### config.mk
export PLATFORM = sky130hd
export DESIGN_NAME = ones_run_ctrl
export DESIGN_NICKNAME = d
export VERILOG_FILES = /design/src/rtl/ones_run_ctrl_pkg.sv /design/src/rtl/ones_run_counter.sv /design/src/rtl/ones_run_ctrl.sv
export SDC_FILE = /design/constraint.sdc
export NUM_CORES = 1
export LEC_CHECK = 0
export BUFFER_PORTS_ARGS = -buffer_cell sky130_fd_sc_hd__buf_2
export CAP_MARGIN = 25
export CORE_UTILIZATION = 50
export DETAILED_ROUTE_END_ITERATION = 10
export PLACE_DENSITY = 0.74
export SKIP_LAST_GASP = 1
export SYNTH_ARGS = -nofsm -noshare
export SYNTH_HDL_FRONTEND = slang
export SYNTH_SLANG_ARGS = --single-unit
### constraint.sdc
create_clock -name clk -period 2.2 [get_ports clk]
set_clock_uncertainty 0.1 [all_clocks]
set_input_delay 0.33 -clock clk [delete_from_list [all_inputs] [get_ports clk]]
set_output_delay 0.33 -clock clk [all_outputs]
set_load 0.005 [all_outputs]
### src/rtl/ones_run_ctrl_pkg.sv
// Shared definitions for the run-of-ones session controller: state encoding
// and default counter widths.
package ones_run_ctrl_pkg;

    localparam int DEF_RUN_W = 4;
    localparam int DEF_EVT_W = 8;
    localparam int DEF_WIN_W = 12;

    localparam logic [1:0] ST_IDLE     = 2'b00;
    localparam logic [1:0] ST_RUN      = 2'b01;
    localparam logic [1:0] ST_WAIT_ACK = 2'b10;

    typedef enum logic [1:0] {
        S_IDLE     = ST_IDLE,
        S_RUN      = ST_RUN,
        S_WAIT_ACK = ST_WAIT_ACK
    } state_t;

endpackage

### src/rtl/ones_run_counter.sv
// Consecutive-ones counter with threshold compare; hit flags the sampled 1
// that brings the run length up to the threshold.
module ones_run_counter
    import ones_run_ctrl_pkg::*;
#(
    parameter int RUN_W = DEF_RUN_W
) (
    input  logic             clk,
    input  logic             reset,
    input  logic             clr,
    input  logic             data_valid,
    input  logic             data_in,
    input  logic [RUN_W-1:0] threshold,
    output logic             hit
);

    logic [RUN_W-1:0] run_cnt;
    logic [RUN_W:0]   run_inc;

    // One extra bit so a saturated count can never alias onto the threshold.
    assign run_inc = {1'b0, run_cnt} + {{RUN_W{1'b0}}, 1'b1};
    assign hit     = data_valid && data_in && (run_inc == {1'b0, threshold});

    always_ff @(posedge clk or negedge reset) begin
        if (!reset) begin
            run_cnt <= '0;
        end else if (clr) begin
            run_cnt <= '0;
        end else if (data_valid) begin
            if (!data_in) begin
                run_cnt <= '0;
            end else if (run_cnt != '1) begin
                run_cnt <= run_inc[RUN_W-1:0];
            end
        end
    end

endmodule

### src/rtl/ones_run_ctrl.sv
// Run-of-ones detection session controller: arms on start, counts qualifying
// runs, ends on quota, window expiry or stop, and holds irq until irq_ack.
module ones_run_ctrl
    import ones_run_ctrl_pkg::*;
#(
    parameter int RUN_W = DEF_RUN_W,
    parameter int EVT_W = DEF_EVT_W,
    parameter int WIN_W = DEF_WIN_W
) (
    input  logic             clk,
    input  logic             reset,
    input  logic             start,
    input  logic             stop,
    input  logic             data_in,
    input  logic             data_valid,
    input  logic [RUN_W-1:0] threshold,
    input  logic [EVT_W-1:0] max_events,
    input  logic [WIN_W-1:0] window,
    input  logic             irq_ack,
    output logic             detect,
    output logic             busy,
    output logic [EVT_W-1:0] evt_count,
    output logic             done,
    output logic             timeout,
    output logic             irq,
    output logic [1:0]       state_dbg
);

    state_t           state, state_nxt;
    logic [RUN_W-1:0] thr_q, thr_nxt;
    logic [EVT_W-1:0] max_q, max_nxt;
    logic [WIN_W-1:0] win_q, win_nxt;
    logic [WIN_W-1:0] win_cnt, win_cnt_nxt;
    logic [EVT_W-1:0] evt_nxt, evt_inc;
    logic             detect_nxt, busy_nxt, irq_nxt, done_nxt, timeout_nxt;
    logic             hit, cnt_clr, quota_hit, window_hit;

    assign state_dbg = state;
    assign cnt_clr   = (state != S_RUN);

    ones_run_counter #(.RUN_W(RUN_W)) u_run_counter (
        .clk        (clk),
        .reset      (reset),
        .clr        (cnt_clr),
        .data_valid (data_valid),
        .data_in    (data_in),
        .threshold  (thr_q),
        .hit        (hit)
    );

    assign evt_inc    = (evt_count == '1) ? evt_count : evt_count + EVT_W'(1);
    assign quota_hit  = hit && (max_q != '0) && (evt_inc == max_q);
    assign window_hit = (win_q != '0) && (win_cnt == win_q - WIN_W'(1));

    always_comb begin
        state_nxt   = state;
        thr_nxt     = thr_q;
        max_nxt     = max_q;
        win_nxt     = win_q;
        win_cnt_nxt = win_cnt;
        evt_nxt     = evt_count;
        detect_nxt  = 1'b0;
        busy_nxt    = busy;
        irq_nxt     = irq;
        done_nxt    = done;
        timeout_nxt = timeout;
        case (state)
            S_IDLE: begin
                if (start) begin
                    // A zero threshold would never match, so it is treated as 1.
                    thr_nxt     = (threshold == '0) ? RUN_W'(1) : threshold;
                    max_nxt     = max_events;
                    win_nxt     = window;
                    win_cnt_nxt = '0;
                    evt_nxt     = '0;
                    done_nxt    = 1'b0;
                    timeout_nxt = 1'b0;
                    busy_nxt    = 1'b1;
                    state_nxt   = S_RUN;
                end
            end
            S_RUN: begin
                win_cnt_nxt = win_cnt + WIN_W'(1);
                if (stop) begin
                    busy_nxt  = 1'b0;
                    state_nxt = S_IDLE;
                end else begin
                    detect_nxt = hit;
                    if (hit) evt_nxt = evt_inc;
                    // Quota outranks the window when both land on one edge.
                    if (quota_hit) begin
                        done_nxt  = 1'b1;
                        irq_nxt   = 1'b1;
                        state_nxt = S_WAIT_ACK;
                    end else if (window_hit) begin
                        timeout_nxt = 1'b1;
                        irq_nxt     = 1'b1;
                        state_nxt   = S_WAIT_ACK;
                    end
                end
            end
            S_WAIT_ACK: begin
                if (irq_ack) begin
                    irq_nxt   = 1'b0;
                    busy_nxt  = 1'b0;
                    state_nxt = S_IDLE;
                end
            end
            default: begin
                irq_nxt   = 1'b0;
                busy_nxt  = 1'b0;
                state_nxt = S_IDLE;
            end
        endcase
    end

    always_ff @(posedge clk or negedge reset) begin
        if (!reset) begin
            state     <= S_IDLE;
            thr_q     <= '0;
            max_q     <= '0;
            win_q     <= '0;
            win_cnt   <= '0;
            evt_count <= '0;
            detect    <= 1'b0;
            busy      <= 1'b0;
            irq       <= 1'b0;
            done      <= 1'b0;
            timeout   <= 1'b0;
        end else begin
            state     <= state_nxt;
            thr_q     <= thr_nxt;
            max_q     <= max_nxt;
            win_q     <= win_nxt;
            win_cnt   <= win_cnt_nxt;
            evt_count <= evt_nxt;
            detect    <= detect_nxt;
            busy      <= busy_nxt;
            irq       <= irq_nxt;
            done      <= done_nxt;
            timeout   <= timeout_nxt;
        end
    end

endmodule

==> impl_metrics.yaml <==
global_routing:
  gr-total-overflow: 0
  grt_pass1_wl_mm: 14.4
  grt_antenna_before_repair: 0
  grt_pass1_vias: 3067
  track_usage: 0.254
  grt_max_degree: 40
floorplan:
  rows: 29
  fp.dieW_um: 83.2
  initial_core_util: 0.519
  io_pins: 46
  core_area_um2: 6350
  die_area_um2: 6920
  die_h_um: 83.2
yosys:
  synth_top_area_share: 0.418
  ys_types: 58
  synthTopCellsByArea: "dfrtp_1, nand2_1, xnor2_1, o21ai_0, nor2_1"
  syn_nets: 419
  synthFlopType: "dfrtp_1"
  synthCells: 384
  synth-edff-count: 0
  yosysSeqAreaShare: 0.418
  syn_area_um2: 3290
  syn_area_per_cell_um2: 8.58
  yosysWarnings: 0
  synth-seq-cells: 55
  synth_top_area_cell: "dfrtp_1"
  ys_async_sr_fraction: 1.00
worst_setup_path:
  path_buf_inv: 2
  crit_chain: "ha_4, xnor2_2, xnor2_1, nor4_2, buf_4, o211ai_1, nor4_2, buf_4, nand2b_4, o21ai_1"
  cpMaxStageDelayCell: "dfrtp_1"
  path_class: "flop to flop"
  crit_required_ps: 2270
  critPathMaxFanout: 3
  cp.arrival_ps: 2350
  path_delay_family: "simple AND/OR/NAND/NOR gates"
  cp-start-kind: "flop"
  critPathCaptureType: "flop"
  critPathMaxStageDelay_ps: 420
job:
  maxCapViolations: 0
clock_tree:
  cts_buffers: 5
  cts_buffer_depth: 2
  cts-root-buf: "clkbuf_8"
  cts_tree: "done"
  numClockSinks: 55
  path_clk_slew_ps: 110
  clkLatencyLatePin_ps: 310
  htree_levels: 2
pwr:
  cellLeakagePower_nw: 1.99
  peakVddDrop_mv: 0.516
  p_per_area_nw_per_um2: 681
timing:
  rsz0062_at_grt: "yes"
  slew_viol_final: 0
  finalSetupViolations: 5
  min_period_over_period: 1.04
  tightest_slew_ps: 491
  slew_headroom: 0.672
  fmax_mhz: 439
  finalHoldViolCount: 0
  finalCriticalPeriod_ps: 2280
  setup_slack_ps: -78.6
  setup_tns_ps: -290
finish:
  drive_gt1_frac: 0.317
  fin_util: 0.672
  syn2layout_area_growth_pct: 29.5
  fillers: 518
  nets: 511
  antennaDiodeCount: 0
  layout_common_cells: "nand2_1, dfrtp_1, buf_4"
  layout.cells.most_common: "nand2_1"
route:
  firstDrtPassIters: 4
  num_vias: 3162
  drt_iter0_markers: 152
  vias_per_cell: 5.71
  wl_mm: 8.73
  wl_per_cell_um: 15.8
  ant_nets: 0
  drc: 0
status:
  status: "complete, but fails checks"
  violations: "negative setup slack"
placement:
  io_buffers: 45
  dpl.hpwl_mm: 6.03
  place_congestion: 0.904
  post-place-ws_ps: -147
min_path:
  min_path_type: "input pin to flop"
==> sequential cells by signal, summed over array words and instances (netlist names) <==
signal	cells
win_cnt	12
win_q	12
evt_count	8
max_q	8
thr_q	4
u_run_counter.run_cnt	4
state_dbg	2
busy	1
detect	1
done	1
irq	1
timeout	1
==> routing by layer <==
layer | global-route usage | vias to the layer above | share of wire
met5 | 0 | - | 0
met2 | 0.442 | 81 | 0.50
met4 | 0.0690 | 0 | 0.013
met3 | 0.0388 | 13 | 0.029
li1 | - | 1541 | -
met1 | 0.330 | 1527 | 0.45
==> kinds of logic after synthesis <==
| group | after synthesis | synth area share |
|---|---|---|
| compound gates | 78 | 0.166 |
| fa+ha+maj | 4 | 0.0152 |
| xor+xnor | 29 | 0.0771 |
| flops | 55 | 0.418 |
| mux | 2 | 0.00608 |
| simple gates | 192 | 0.286 |
| buf+inv | 24 | 0.0327 |
==> stage by stage <==
| stage | power [mW] | instance area, um^2 | hold slack (ps) | std cells |
|---|---|---|---|---|
| 2_1_floorplan | 1.93 | 3310 | -65.6 | 384 |
| 3_3_place_gp | 2.23 | 3890 | 194 | 534 |
| 3_5_place_dp | 2.27 | 3890 | 196 | 534 |
| 4_1_cts | 2.88 | 4090 | 89.4 | 550 |
| 5_1_grt | 3.10 | 4270 | 92.0 | 554 |
| 6_report | 2.90 | 4270 | 95.8 | 554 |
==> Yosys cell counts (3+ instances only) <==
master    count
and3_1       10
nor2_1       24
nor2b_1       4
ha_1          4
o21ai_0      18
a22o_1        3
xnor2_1      19
o41ai_1       3
a21oi_1      15
xor2_1       10
nand4_1       8
a31oi_1       4
nor3_1       13
inv_1         9
clkbuf_1      9
nand3_1      14
nand2_1      88
o21ai_1       6
o31ai_1       4
and2_1        4
nand2b_1      6
dfrtp_1      55
or3_1         4
o211ai_1      4
==> worst paths after layout <==
path                                             to                                  from  depth (start not counted)  slack (ps)
max reg2reg                state_dbg[0]$_DFFE_PN0P_  u_run_counter.run_cnt[1]$_DFFE_PN0P_                         10         -80
min in group asynchronous      win_q[0]$_DFFE_PN0P_                                 reset                          2         380
max                        state_dbg[0]$_DFFE_PN0P_  u_run_counter.run_cnt[1]$_DFFE_PN0P_                         10         -80
min reg2reg                         irq$_DFFE_PN0P_                       irq$_DFFE_PN0P_                          2         390
min                            win_q[3]$_DFFE_PN0P_                             window[3]                          3         100
max in group asynchronous  evt_count[4]$_DFFE_PN0P_                                 reset                          3        1050
==> worst register-to-register path, stage by stage (launching register included) <==
cell and delay [ps]:
dfrtp_1 420, ha_4 190, xnor2_2 130, xnor2_1 140, nor4_2 300, buf_4 170, o211ai_1 100, nor4_2 230
buf_4 180, nand2b_4 130, o21ai_1 60
==> layout make-up <==
class / count / area, um^2 / share of cell area
Inverter: 10 / 50.0 / 0.0117
Clock buffer: 6 / 72.6 / 0.0170
Multi-Input combinational cell: 305 / 1990 / 0.467
Tap cell: 77 / 96.3 / 0.0226
Clock inverter: 2 / 13.8 / 0.00323
Timing Repair Buffer: 99 / 661 / 0.155
Sequential cell: 55 / 1380 / 0.323
==> what timing repair did <==
action                                  in CTS  in global routing
hold buffers                                 1                  0
buffers inserted                             7                  4
gates resized for setup                     14                 29
pin swaps                                   13                 11
hold endpoints to repair                    16                  0
endpoints found under the setup margin      11                 12
==> report_power, final <==
| part | switching, mW | internal, mW |
|---|---|---|
| logic | 0.533 | 0.481 |
| registers | 0.179 | 1.15 |
| clock network | 0.334 | 0.226 |
Note: power is estimated with default switching activity, not from simulation.
